[config.mk]
export PLATFORM = sky130hd
export DESIGN_NAME = iir_biquad_cascade_flat
export DESIGN_NICKNAME = d
export VERILOG_FILES = /design/src/rtl/iir_pkg.sv /design/src/rtl/iir_biquad_cascade_if.sv /design/src/rtl/iir_mac_sat.sv /design/src/rtl/iir_biquad_cascade.sv /design/src/flat_wrapper.sv
export SDC_FILE = /design/constraint.sdc
export NUM_CORES = 2
export LEC_CHECK = 0
export BUFFER_PORTS_ARGS = -buffer_cell sky130_fd_sc_hd__buf_2
export CAP_MARGIN = 10
export CELL_PAD_IN_SITES_DETAIL_PLACEMENT = 0
export CELL_PAD_IN_SITES_GLOBAL_PLACEMENT = 1
export CORE_UTILIZATION = 56
export DETAILED_ROUTE_END_ITERATION = 10
export PLACE_DENSITY = 0.95
export SETUP_SLACK_MARGIN = 0.5
export SYNTH_ARGS = -nofsm -noshare
export SYNTH_HDL_FRONTEND = slang
export SYNTH_SLANG_ARGS = --single-unit
[constraint.sdc]
create_clock -name CLK -period 36.3 [get_ports CLK]
set_clock_uncertainty 0.1 [all_clocks]
set_input_delay 7.26 -clock CLK [delete_from_list [all_inputs] [get_ports CLK]]
set_output_delay 7.26 -clock CLK [all_outputs]
set_load 0.01 [all_outputs]
[src/rtl/iir_pkg.sv]
// rtl/iir_pkg.sv - shared constants, state type and helpers for the biquad cascade
// Purpose: coefficient slot indices, controller states, accumulator sizing and
//          the passthrough b0 value used at reset.
// Ports:   none (package)
package iir_pkg;

  // Position of each coefficient inside a section's group of five.
  localparam logic [2:0] K_B0 = 3'd0;
  localparam logic [2:0] K_B1 = 3'd1;
  localparam logic [2:0] K_B2 = 3'd2;
  localparam logic [2:0] K_A1 = 3'd3;
  localparam logic [2:0] K_A2 = 3'd4;

  typedef enum logic [1:0] {
    IDLE = 2'd0,
    MAC  = 2'd1,
    UPD  = 2'd2,
    DONE = 2'd3
  } state_t;

  // Five W x CW products summed; three guard bits keep the sum exact.
  function automatic int acc_w(input int w, input int cw);
    return w + cw + 3;
  endfunction

  // 1.0 in the coefficient format, loaded into every b0 at reset.
  function automatic int pass_b0(input int cfrac);
    return 1 << cfrac;
  endfunction

endpackage

[src/rtl/iir_biquad_cascade_if.sv]
// rtl/iir_biquad_cascade_if.sv - sample, coefficient and status signals of the biquad cascade
// Purpose: bundles the sample strobe/data, coefficient write port and result/status.
// Ports:   master drives Enable, u, coef_we, coef_addr, coef_data;
//          slave (the filter) drives y, y_valid, busy, overrun.
interface iir_biquad_cascade_if #(
  parameter int W   = 25,
  parameter int CW  = 18,
  parameter int CAW = 4
);
  logic                 Enable;
  logic signed [W-1:0]  u;
  logic                 coef_we;
  logic [CAW-1:0]       coef_addr;
  logic signed [CW-1:0] coef_data;
  logic signed [W-1:0]  y;
  logic                 y_valid;
  logic                 busy;
  logic                 overrun;

  modport master (
    output Enable, u, coef_we, coef_addr, coef_data,
    input  y, y_valid, busy, overrun
  );

  modport slave (
    input  Enable, u, coef_we, coef_addr, coef_data,
    output y, y_valid, busy, overrun
  );
endinterface

[src/rtl/iir_mac_sat.sv]
// rtl/iir_mac_sat.sv - shared multiply-accumulate with floor shift and saturation
// Purpose: one signed product per enabled cycle, added or subtracted into a
//          full-precision accumulator; output is acc >>> CFRAC clamped to W bits.
// Ports:   clk, rst (sync active-high), en (accumulate this cycle),
//          clr (load this product instead of adding), sub (negate product),
//          coef, din (operands), sat (saturated section result).
module iir_mac_sat
  import iir_pkg::*;
#(
  parameter int W     = 25,
  parameter int CW    = 18,
  parameter int CFRAC = 16
) (
  input  logic                 clk,
  input  logic                 rst,
  input  logic                 en,
  input  logic                 clr,
  input  logic                 sub,
  input  logic signed [CW-1:0] coef,
  input  logic signed [W-1:0]  din,
  output logic signed [W-1:0]  sat
);
  localparam int AW = acc_w(W, CW);

  logic signed [W+CW-1:0] prod;
  logic signed [AW-1:0]   prod_ext;
  logic signed [AW-1:0]   term;
  logic signed [AW-1:0]   acc;
  logic signed [AW-1:0]   shifted;
  logic [AW-W:0]          hi;
  logic                   in_range;

  assign prod     = coef * din;
  assign prod_ext = {{(AW-W-CW){prod[W+CW-1]}}, prod};
  assign term     = sub ? -prod_ext : prod_ext;

  always_ff @(posedge clk) begin
    if (rst) begin
      acc <= '0;
    end else if (en) begin
      acc <= clr ? term : acc + term;
    end
  end

  // Arithmetic shift gives floor rounding; the value fits in W bits only
  // when every bit from the W-bit sign position upward agrees.
  assign shifted  = acc >>> CFRAC;
  assign hi       = shifted[AW-1:W-1];
  assign in_range = (&hi) | ~(|hi);

  always_comb begin
    sat = shifted[W-1:0];
    if (!in_range) begin
      sat = shifted[AW-1] ? {1'b1, {(W-1){1'b0}}} : {1'b0, {(W-1){1'b1}}};
    end
  end

endmodule

[src/rtl/iir_biquad_cascade.sv]
// rtl/iir_biquad_cascade.sv - N_SEC direct-form-I biquads sharing one MAC
// Purpose: per Enable strobe, runs the sample through every section in turn
//          (5 MAC cycles + 1 update cycle each), then presents y with y_valid.
// Ports:   CLK, Reset (sync active-high), io (slave side of the cascade interface:
//          Enable/u in, coef_we/coef_addr/coef_data in, y/y_valid/busy/overrun out).
module iir_biquad_cascade
  import iir_pkg::*;
#(
  parameter int W     = 25,
  parameter int CW    = 18,
  parameter int CFRAC = 16,
  parameter int N_SEC = 2
) (
  input  logic CLK,
  input  logic Reset,
  iir_biquad_cascade_if.slave io
);
  localparam int NCOEF = 5 * N_SEC;
  localparam int CAW   = $clog2(NCOEF);
  localparam int SW    = (N_SEC > 1) ? $clog2(N_SEC) : 1;

  state_t               state, state_nx;
  logic [2:0]           k;
  logic [SW-1:0]        sec;
  logic signed [W-1:0]  xin;
  logic signed [W-1:0]  x1 [N_SEC];
  logic signed [W-1:0]  x2 [N_SEC];
  logic signed [W-1:0]  y1 [N_SEC];
  logic signed [W-1:0]  y2 [N_SEC];
  logic signed [CW-1:0] coef [NCOEF];

  logic [CAW-1:0]       cidx;
  logic signed [W-1:0]  operand;
  logic signed [W-1:0]  sat;
  logic                 sub;
  logic                 last_sec;

  assign last_sec = (sec == SW'(N_SEC - 1));
  assign cidx     = CAW'(5 * int'(sec) + int'(k));

  always_comb begin
    operand = xin;
    sub     = 1'b0;
    case (k)
      K_B0:    operand = xin;
      K_B1:    operand = x1[sec];
      K_B2:    operand = x2[sec];
      K_A1:    begin operand = y1[sec]; sub = 1'b1; end
      default: begin operand = y2[sec]; sub = 1'b1; end
    endcase
  end

  iir_mac_sat #(.W(W), .CW(CW), .CFRAC(CFRAC)) u_mac (
    .clk  (CLK),
    .rst  (Reset),
    .en   (state == MAC),
    .clr  (k == K_B0),
    .sub  (sub),
    .coef (coef[cidx]),
    .din  (operand),
    .sat  (sat)
  );

  always_ff @(posedge CLK) begin
    if (Reset) state <= IDLE;
    else       state <= state_nx;
  end

  // DONE is still reported busy so an Enable landing there is flagged.
  always_comb begin
    state_nx   = state;
    io.busy    = (state != IDLE);
    io.y_valid = (state == DONE);
    case (state)
      IDLE:    if (io.Enable) state_nx = MAC;
      MAC:     if (k == K_A2) state_nx = UPD;
      UPD:     state_nx = last_sec ? DONE : MAC;
      default: state_nx = IDLE;
    endcase
  end

  always_ff @(posedge CLK) begin
    if (Reset) begin
      k          <= '0;
      sec        <= '0;
      xin        <= '0;
      io.y       <= '0;
      io.overrun <= 1'b0;
      for (int s = 0; s < N_SEC; s++) begin
        x1[s] <= '0;
        x2[s] <= '0;
        y1[s] <= '0;
        y2[s] <= '0;
      end
      for (int i = 0; i < NCOEF; i++) begin
        coef[i] <= (i % 5 == 0) ? CW'(pass_b0(CFRAC)) : '0;
      end
    end else begin
      io.overrun <= io.Enable && (state != IDLE);
      case (state)
        IDLE: begin
          if (io.Enable) begin
            xin <= io.u;
            sec <= '0;
            k   <= K_B0;
          end else if (io.coef_we && (io.coef_addr < CAW'(NCOEF))) begin
            coef[io.coef_addr] <= io.coef_data;
          end
        end
        MAC: begin
          k <= k + 3'd1;
        end
        UPD: begin
          x2[sec] <= x1[sec];
          x1[sec] <= xin;
          y2[sec] <= y1[sec];
          y1[sec] <= sat;
          xin     <= sat;
          k       <= K_B0;
          // y is loaded here so it is already valid in the DONE cycle.
          if (last_sec) io.y <= sat;
          else          sec  <= sec + SW'(1);
        end
        default: ;
      endcase
    end
  end

endmodule
[src/flat_wrapper.sv]
// flat-port wrapper written by rule: the top's interface ports become plain ports
module iir_biquad_cascade_flat import iir_pkg::*;
#(
  parameter int W     = 25,
  parameter int CW    = 18,
  parameter int CFRAC = 16,
  parameter int N_SEC = 2
)
  (CLK, Reset, io_Enable, io_u, io_coef_we, io_coef_addr, io_coef_data, io_y, io_y_valid, io_busy, io_overrun);
  iir_biquad_cascade_if #(.W(W), .CW(CW)) io_i ();
  input  logic CLK;
  input  logic Reset;
  input wire logic [$bits(io_i.Enable)-1:0] io_Enable;
  input wire logic [$bits(io_i.u)-1:0] io_u;
  input wire logic [$bits(io_i.coef_we)-1:0] io_coef_we;
  input wire logic [$bits(io_i.coef_addr)-1:0] io_coef_addr;
  input wire logic [$bits(io_i.coef_data)-1:0] io_coef_data;
  output wire logic [$bits(io_i.y)-1:0] io_y;
  output wire logic [$bits(io_i.y_valid)-1:0] io_y_valid;
  output wire logic [$bits(io_i.busy)-1:0] io_busy;
  output wire logic [$bits(io_i.overrun)-1:0] io_overrun;
  assign io_i.Enable = io_Enable;
  assign io_i.u = io_u;
  assign io_i.coef_we = io_coef_we;
  assign io_i.coef_addr = io_coef_addr;
  assign io_i.coef_data = io_coef_data;
  assign io_y = io_i.y;
  assign io_y_valid = io_i.y_valid;
  assign io_busy = io_i.busy;
  assign io_overrun = io_i.overrun;
  iir_biquad_cascade #(.W(W), .CW(CW), .CFRAC(CFRAC), .N_SEC(N_SEC)) u_core (.CLK(CLK), .Reset(Reset), .io(io_i));
endmodule
== After elaboration in Yosys (flattened, before gate mapping) ==
Memories as Yosys holds them, arrays and structs flattened. A register that Yosys moved wholly into a read port is not among the register bits.
Cells that the tools add are included.
Storage, ports and cells
  memory bits (writable): 380
  word-level logic and storage cells: 99
  flip-flop bits (word level): 103
  output and inout port bits: 28
  bits of input ports: 51
  memories kept: 5
Memory list
  u_core.coef: depth 10, width 18, read ports 1, clocked after memory_dff 0, wr ports 10, line iir_biquad_cascade.sv:30  | logic signed [CW-1:0] coef [NCOEF];
  u_core.x1: depth 2, width 25, read ports 1, clocked after memory_dff 1, wr ports 2, line iir_biquad_cascade.sv:26  | logic signed [W-1:0] x1 [N_SEC];
  u_core.x2: depth 2, width 25, read ports 1, clocked after memory_dff 1, wr ports 2, line iir_biquad_cascade.sv:27  | logic signed [W-1:0] x2 [N_SEC];
  u_core.y1: depth 2, width 25, read ports 1, clocked after memory_dff 1, wr ports 2, line iir_biquad_cascade.sv:28  | logic signed [W-1:0] y1 [N_SEC];
  u_core.y2: depth 2, width 25, read ports 1, clocked after memory_dff 1, wr ports 2, line iir_biquad_cascade.sv:29  | logic signed [W-1:0] y2 [N_SEC];
Operators by class
  reduce and logical (&&, ||, !) cells: 19
  mux-type cells: 49
  $lt $le $gt $ge: 1
  multipliers: 2
  $add $sub $neg: 5
  bitwise gates (word level): 2
  equal/unequal tests: 9
Operators by type and width (number)
  $mux 25: 7
  $pmux 25 s4: 1
  $reduce_or 25->1: 4
  $mux 46: 2
  $pmux 25 s2: 1
  $add 46x46->46: 1
  $neg 43->46: 1
  $mul 18x25->43: 1
  $mux 1: 29
  $mux 18: 1
  $reduce_or 18->1: 1
  $pmux 3 s3: 1
  $reduce_and 2->1: 4
  $eq 3x2->1 const B: 2
  $mux 2: 3
  $pmux 2 s3: 1
  $reduce_and 6->1: 1
  $reduce_or 6->1: 1
  $add 4x4->4: 1
  $eq 2x2->1 const B: 2
  $lt 4x4->1 const B: 1
  $mul 3x1->4 const A: 1
  $mux 4: 1
  $reduce_bool 2->1: 2
  other kinds (16): 17

== Depth between registers and ports, before layout ==
  depth in word-level cells: 9
  depth in mapped cells: 51
  depth with buffers taken out: 44

== By module ==
A second synthesis with hierarchy kept.
Unflattened totals
  cell total of the unflattened synthesis: 4287
  area, all modules: 45726.4 um^2
Modules (own cells, without submodules)
  iir_biquad_cascade: cells each 1610, sequential area each 15815.2 um^2, instances 1, area each 23646.4 um^2
  iir_mac_sat: cells each 2677, sequential area each 920.9 um^2, instances 1, area each 22079.9 um^2

== Worst setup path before layout ==
Ideal clock, no wire load.
  path type: register to register
  start: register u_core.sec (netlist: u_core.last_sec)
  end: register u_core.u_mac.acc[42]
  clock period less this slack: 12.467 ns
  buffers on the path: 7
  setup time: 0.120 ns
  arrival time: 12.247 ns
  cell stages (with the launch flop): 47
  data required time: 36.080 ns
  slack: 23.833 ns
  cell sequence: dfxtp_1 > ha_1 > clkbuf_1 > buf_1 > buf_1 > mux4_2 > mux4_2 > clkbuf_1 > nand2_1 > fa_1 > fa_1 > inv_1 > ha_1 > inv_1 > fa_1 > inv_1 > fa_1 > inv_1 > [... 11 more ...] > or3_1 > clkbuf_1 > o31a_1 > xor2_1 > ha_1 > clkbuf_1 > a21o_1 > a21o_1 > a21o_1 > a21o_1 > a21o_1 > a21o_1 > a221o_1 > a31o_2 > a31oi_1 > xor2_1 > nor3_1 > a211o_1
Between the ends
  word-level cells in the longest chain between the ends: 8
Ends and longest elaborated chain
  start: declaration: line iir_biquad_cascade.sv:24  | logic [SW-1:0] sec;
  start signal: assignment: line iir_biquad_cascade.sv:122  | else sec <= sec + SW'(1);
  $mul 3x1->4 (*): line iir_biquad_cascade.sv:39  | assign cidx = CAW'(5 * int'(sec) + int'(k));
  $add 4x4->4 (*): line iir_biquad_cascade.sv:39
  $mem_v2 10x18 (*)
  $mul 18x25->43 (*): line iir_mac_sat.sv:33  | assign prod = coef * din;
  $neg 43->46: line iir_mac_sat.sv:35  | assign term = sub ? -prod_ext : prod_ext;
  $mux 46 (*): line iir_mac_sat.sv:35
  $add 46x46->46: line iir_mac_sat.sv:41  | acc <= clr ? term : acc + term;
  $mux 46 (*): line iir_mac_sat.sv:41
  end signal: assignment: line iir_mac_sat.sv:41
  end: declaration: line iir_mac_sat.sv:28  | logic signed [AW-1:0] acc;
Mark *: on every way between the ends. The rest lies on a longest branch, timed or not.
A chain may end at the register's enable or synchronous reset.

== Worst setup path in the final report ==
Ends and elaborated chain as after synthesis.

==> run metrics <==
status finished, final reports clean; number of DRC markers in iteration 0 between 3000 and 4000; hpwl dp approximately 85000 um; cells after synthesis 4291; r2r worst-path depth about 40; Via Count roughly 33000; layout cells sized above 1 8.53%; prevailing post-synth register cell edfxtp_1; Setup WS post-layout 22.47 ns; Initial DRT Pass Iterations 6; sequential-to-total area share from yosys stat between 30 and 40%; first-pass GRT wire length 187000 um; mapped cell area 44900 um2; placed instance area between 40000 and 50000 um2; clk sinks about 590; Relative slew margins 21.4%; Die ar. slightly above 80000 um2; HP Class reg -> reg; core area 79100 um2; Crit path depth 41; Max stage delay on crit path 0.79 ns; WP buf/inv 5; port buffer count 78; Setup violations, final 0; Setup Buffers After CTS 0; fmax around 72 MHz; CTS tree built; FP Rows between 100 and 150; post-synth top area cell edfxtp_1; crit-path leading delay family adder cells; gr ovfl total 0; Tot GR Track Use 29.6%; Yosys top cell area share approximately a third; Clk Latency, worst-skew pair around 0.65 ns; min Tclk post-route 13.83 ns; Final Cell Area between 40000 and 50000 um2; DR WL met2 ~57000 um; Post-synth EDFFs slightly below 500; Final ANT Viol Nets 0; DRC errors left 0; GP Congestion between 0.9 and 1; area grow syn2layout 8.54%; Worst Tran Pin Value about 1.2 ns; CTS resizes 0; Initial Util 56.7%; highest routed metal layer met4; endpoints failing hold 0; critical path peak fanout 47; Slew Limit Fails 0; Final nets between 5000 and 6000; CTS buffer count 60; die width between 200 and 300 um; largest net degree at the start of global routing slightly below 80; metal3 WL just under 10000 um; #FFs+latches synth 592; synth warn 0; Yosys cell types 86; met1 WL between 40000 and 50000 um; WL/cell between 20 and 25 um; Hold Crit Depth 1; critical setup path kind reg -> reg; DIE HEIGHT around 290 um; CP max stage cell buf_4; Max Cap Viol 0; Final Cycle Share 38.1%; Worst EP required 36.75 ns; RSZ-0062 raised after global routing no; total I/O pin count 79; number of diodes 0; hold buffers post-CTS 0; Via density around 5.9; H-tree depth 2; clock buffer depth 3; total negative slack 0 ns; endpoint type of the worst setup path flop; CTS clk-pin slew, worst paths around 0.06 ns; Placement Setup Slack roughly 23 ns; initial antenna violation count 0; top post-synthesis cells by area edfxtp_1, fa_1, nor2_1; clock root buffer clkbuf_16; final WL 119000 um; vias in the first global route between 30000 and 40000; crit path DAT around 14 ns; CP Launch Type flop; Post-synth ARST share 0%; synthesized area per cell between 10 and 15 um2
kinds of logic (layout without fill, tap and decap cells):
| group | after synthesis | after routing | share of synthesized area [%] |
|---|---|---|---|
| xor gates and xnor gates | 120 | 120 | 2.36 |
| buffers and inverters | 786 | 831 | 6.65 |
| adders and majority gates | 606 | 606 | 24.3 |
| muxes | 192 | 192 | 6.61 |
| other | 1 | 108 | 0.00836 |
| AOI/OAI and AO/OA | 566 | 566 | 8.51 |
| DFF | 592 | 592 | 37.3 |
| and+or+nand+nor | 1428 | 1428 | 14.3 |
per-layer routing:
layer / global-route usage, % / vias to the layer above
met5: 0 / -
met1: 41.0 / 16300
met3: 4.19 / 229
li1: - / 14400
met4: 8.93 / 0
met2: 48.6 / 1504
per-stage QoR:
| stage | hold WS, ns | util, % | cells |
|---|---|---|---|
| CTS | 0.353 | 61.5 | 5493 |
| global placement | 0.330 | 59.1 | 5379 |
| floorplan | 0.336 | - | 4398 |
| global route | 0.362 | 61.5 | 5493 |
| detailed placement | 0.338 | 59.1 | 5379 |
| finish | 0.351 | 61.5 | 5493 |
sequential cells by signal, summed over array words and instances, names as in the netlist, named ones only:
register / count
u_core.coef: 288
u_core.io.overrun: 1
u_core.io.y: 25
u_core.k: 3
u_core.last_sec: 1
u_core.state: 2
u_core.u_mac.acc: 46
u_core.x1: 50
u_core.x2: 50
u_core.xin: 25
u_core.y1: 50
u_core.y2: 50
placed cells by master, fill, tap and decap left out, drive strengths merged, types with 8 or more instances in the layout:
master,count
nor2,609
inv,566
edfxtp,488
fa,442
nand2,392
ha,164
buf,153
a21oi,152
and2,150
conb,108
mux2i,106
dfxtp,104
mux4,83
clkbuf,82
a21o,81
xnor2,80
o21ai,76
nor3,69
nor2b,44
xor2,40
nand2b,40
a211oi,38
nand3,30
o22ai,29
a22oi,27
a2111oi,27
clkinv,26
o21a,22
nand4,21
a31oi,18
nor4,13
or2,12
and3,11
o21bai,10
or3,9
a311oi,9
or4,8
cells in the mapped netlist, drive strengths merged, types with 7 or more instances:
cell type,n
nor2,609
inv,564
edfxtp,488
fa,442
nand2,392
clkbuf,184
ha,164
a21oi,152
and2,150
mux2i,106
dfxtp,104
mux4,83
a21o,81
xnor2,80
o21ai,76
nor3,69
nor2b,44
nand2b,40
xor2,40
a211oi,38
buf,38
nand3,30
o22ai,29
a2111oi,27
a22oi,27
o21a,22
nand4,21
a31oi,18
nor4,13
or2,12
and3,11
o21bai,10
a311oi,9
or3,9
or4,8
o211ai,7
worst paths after layout:
check | start | endpoint | slack, ns
worst max register to register | u_core.last_sec | u_core.u_mac.acc[42] | 22.47
worst min register to register | u_core.io.y[18] | u_core.io.y[18] | 0.35
worst max-delay path | u_core.last_sec | u_core.u_mac.acc[42] | 22.47
worst min-delay path | u_core.io.y[18] | u_core.io.y[18] | 0.35
cell type report:
class,instances,area [um2]
fillers,6286,30400
multi-input cells,3020,25700
flip-flops and latches,592,16700
inverters,564,2120
clock buffers,82,1620
well taps,1050,1310
repair buffers,153,956
clock inverters,32,282
Power is left out: the tool's default activity adds up to more than one toggle a clock period on the data nets, which glitch-free logic cannot reach.
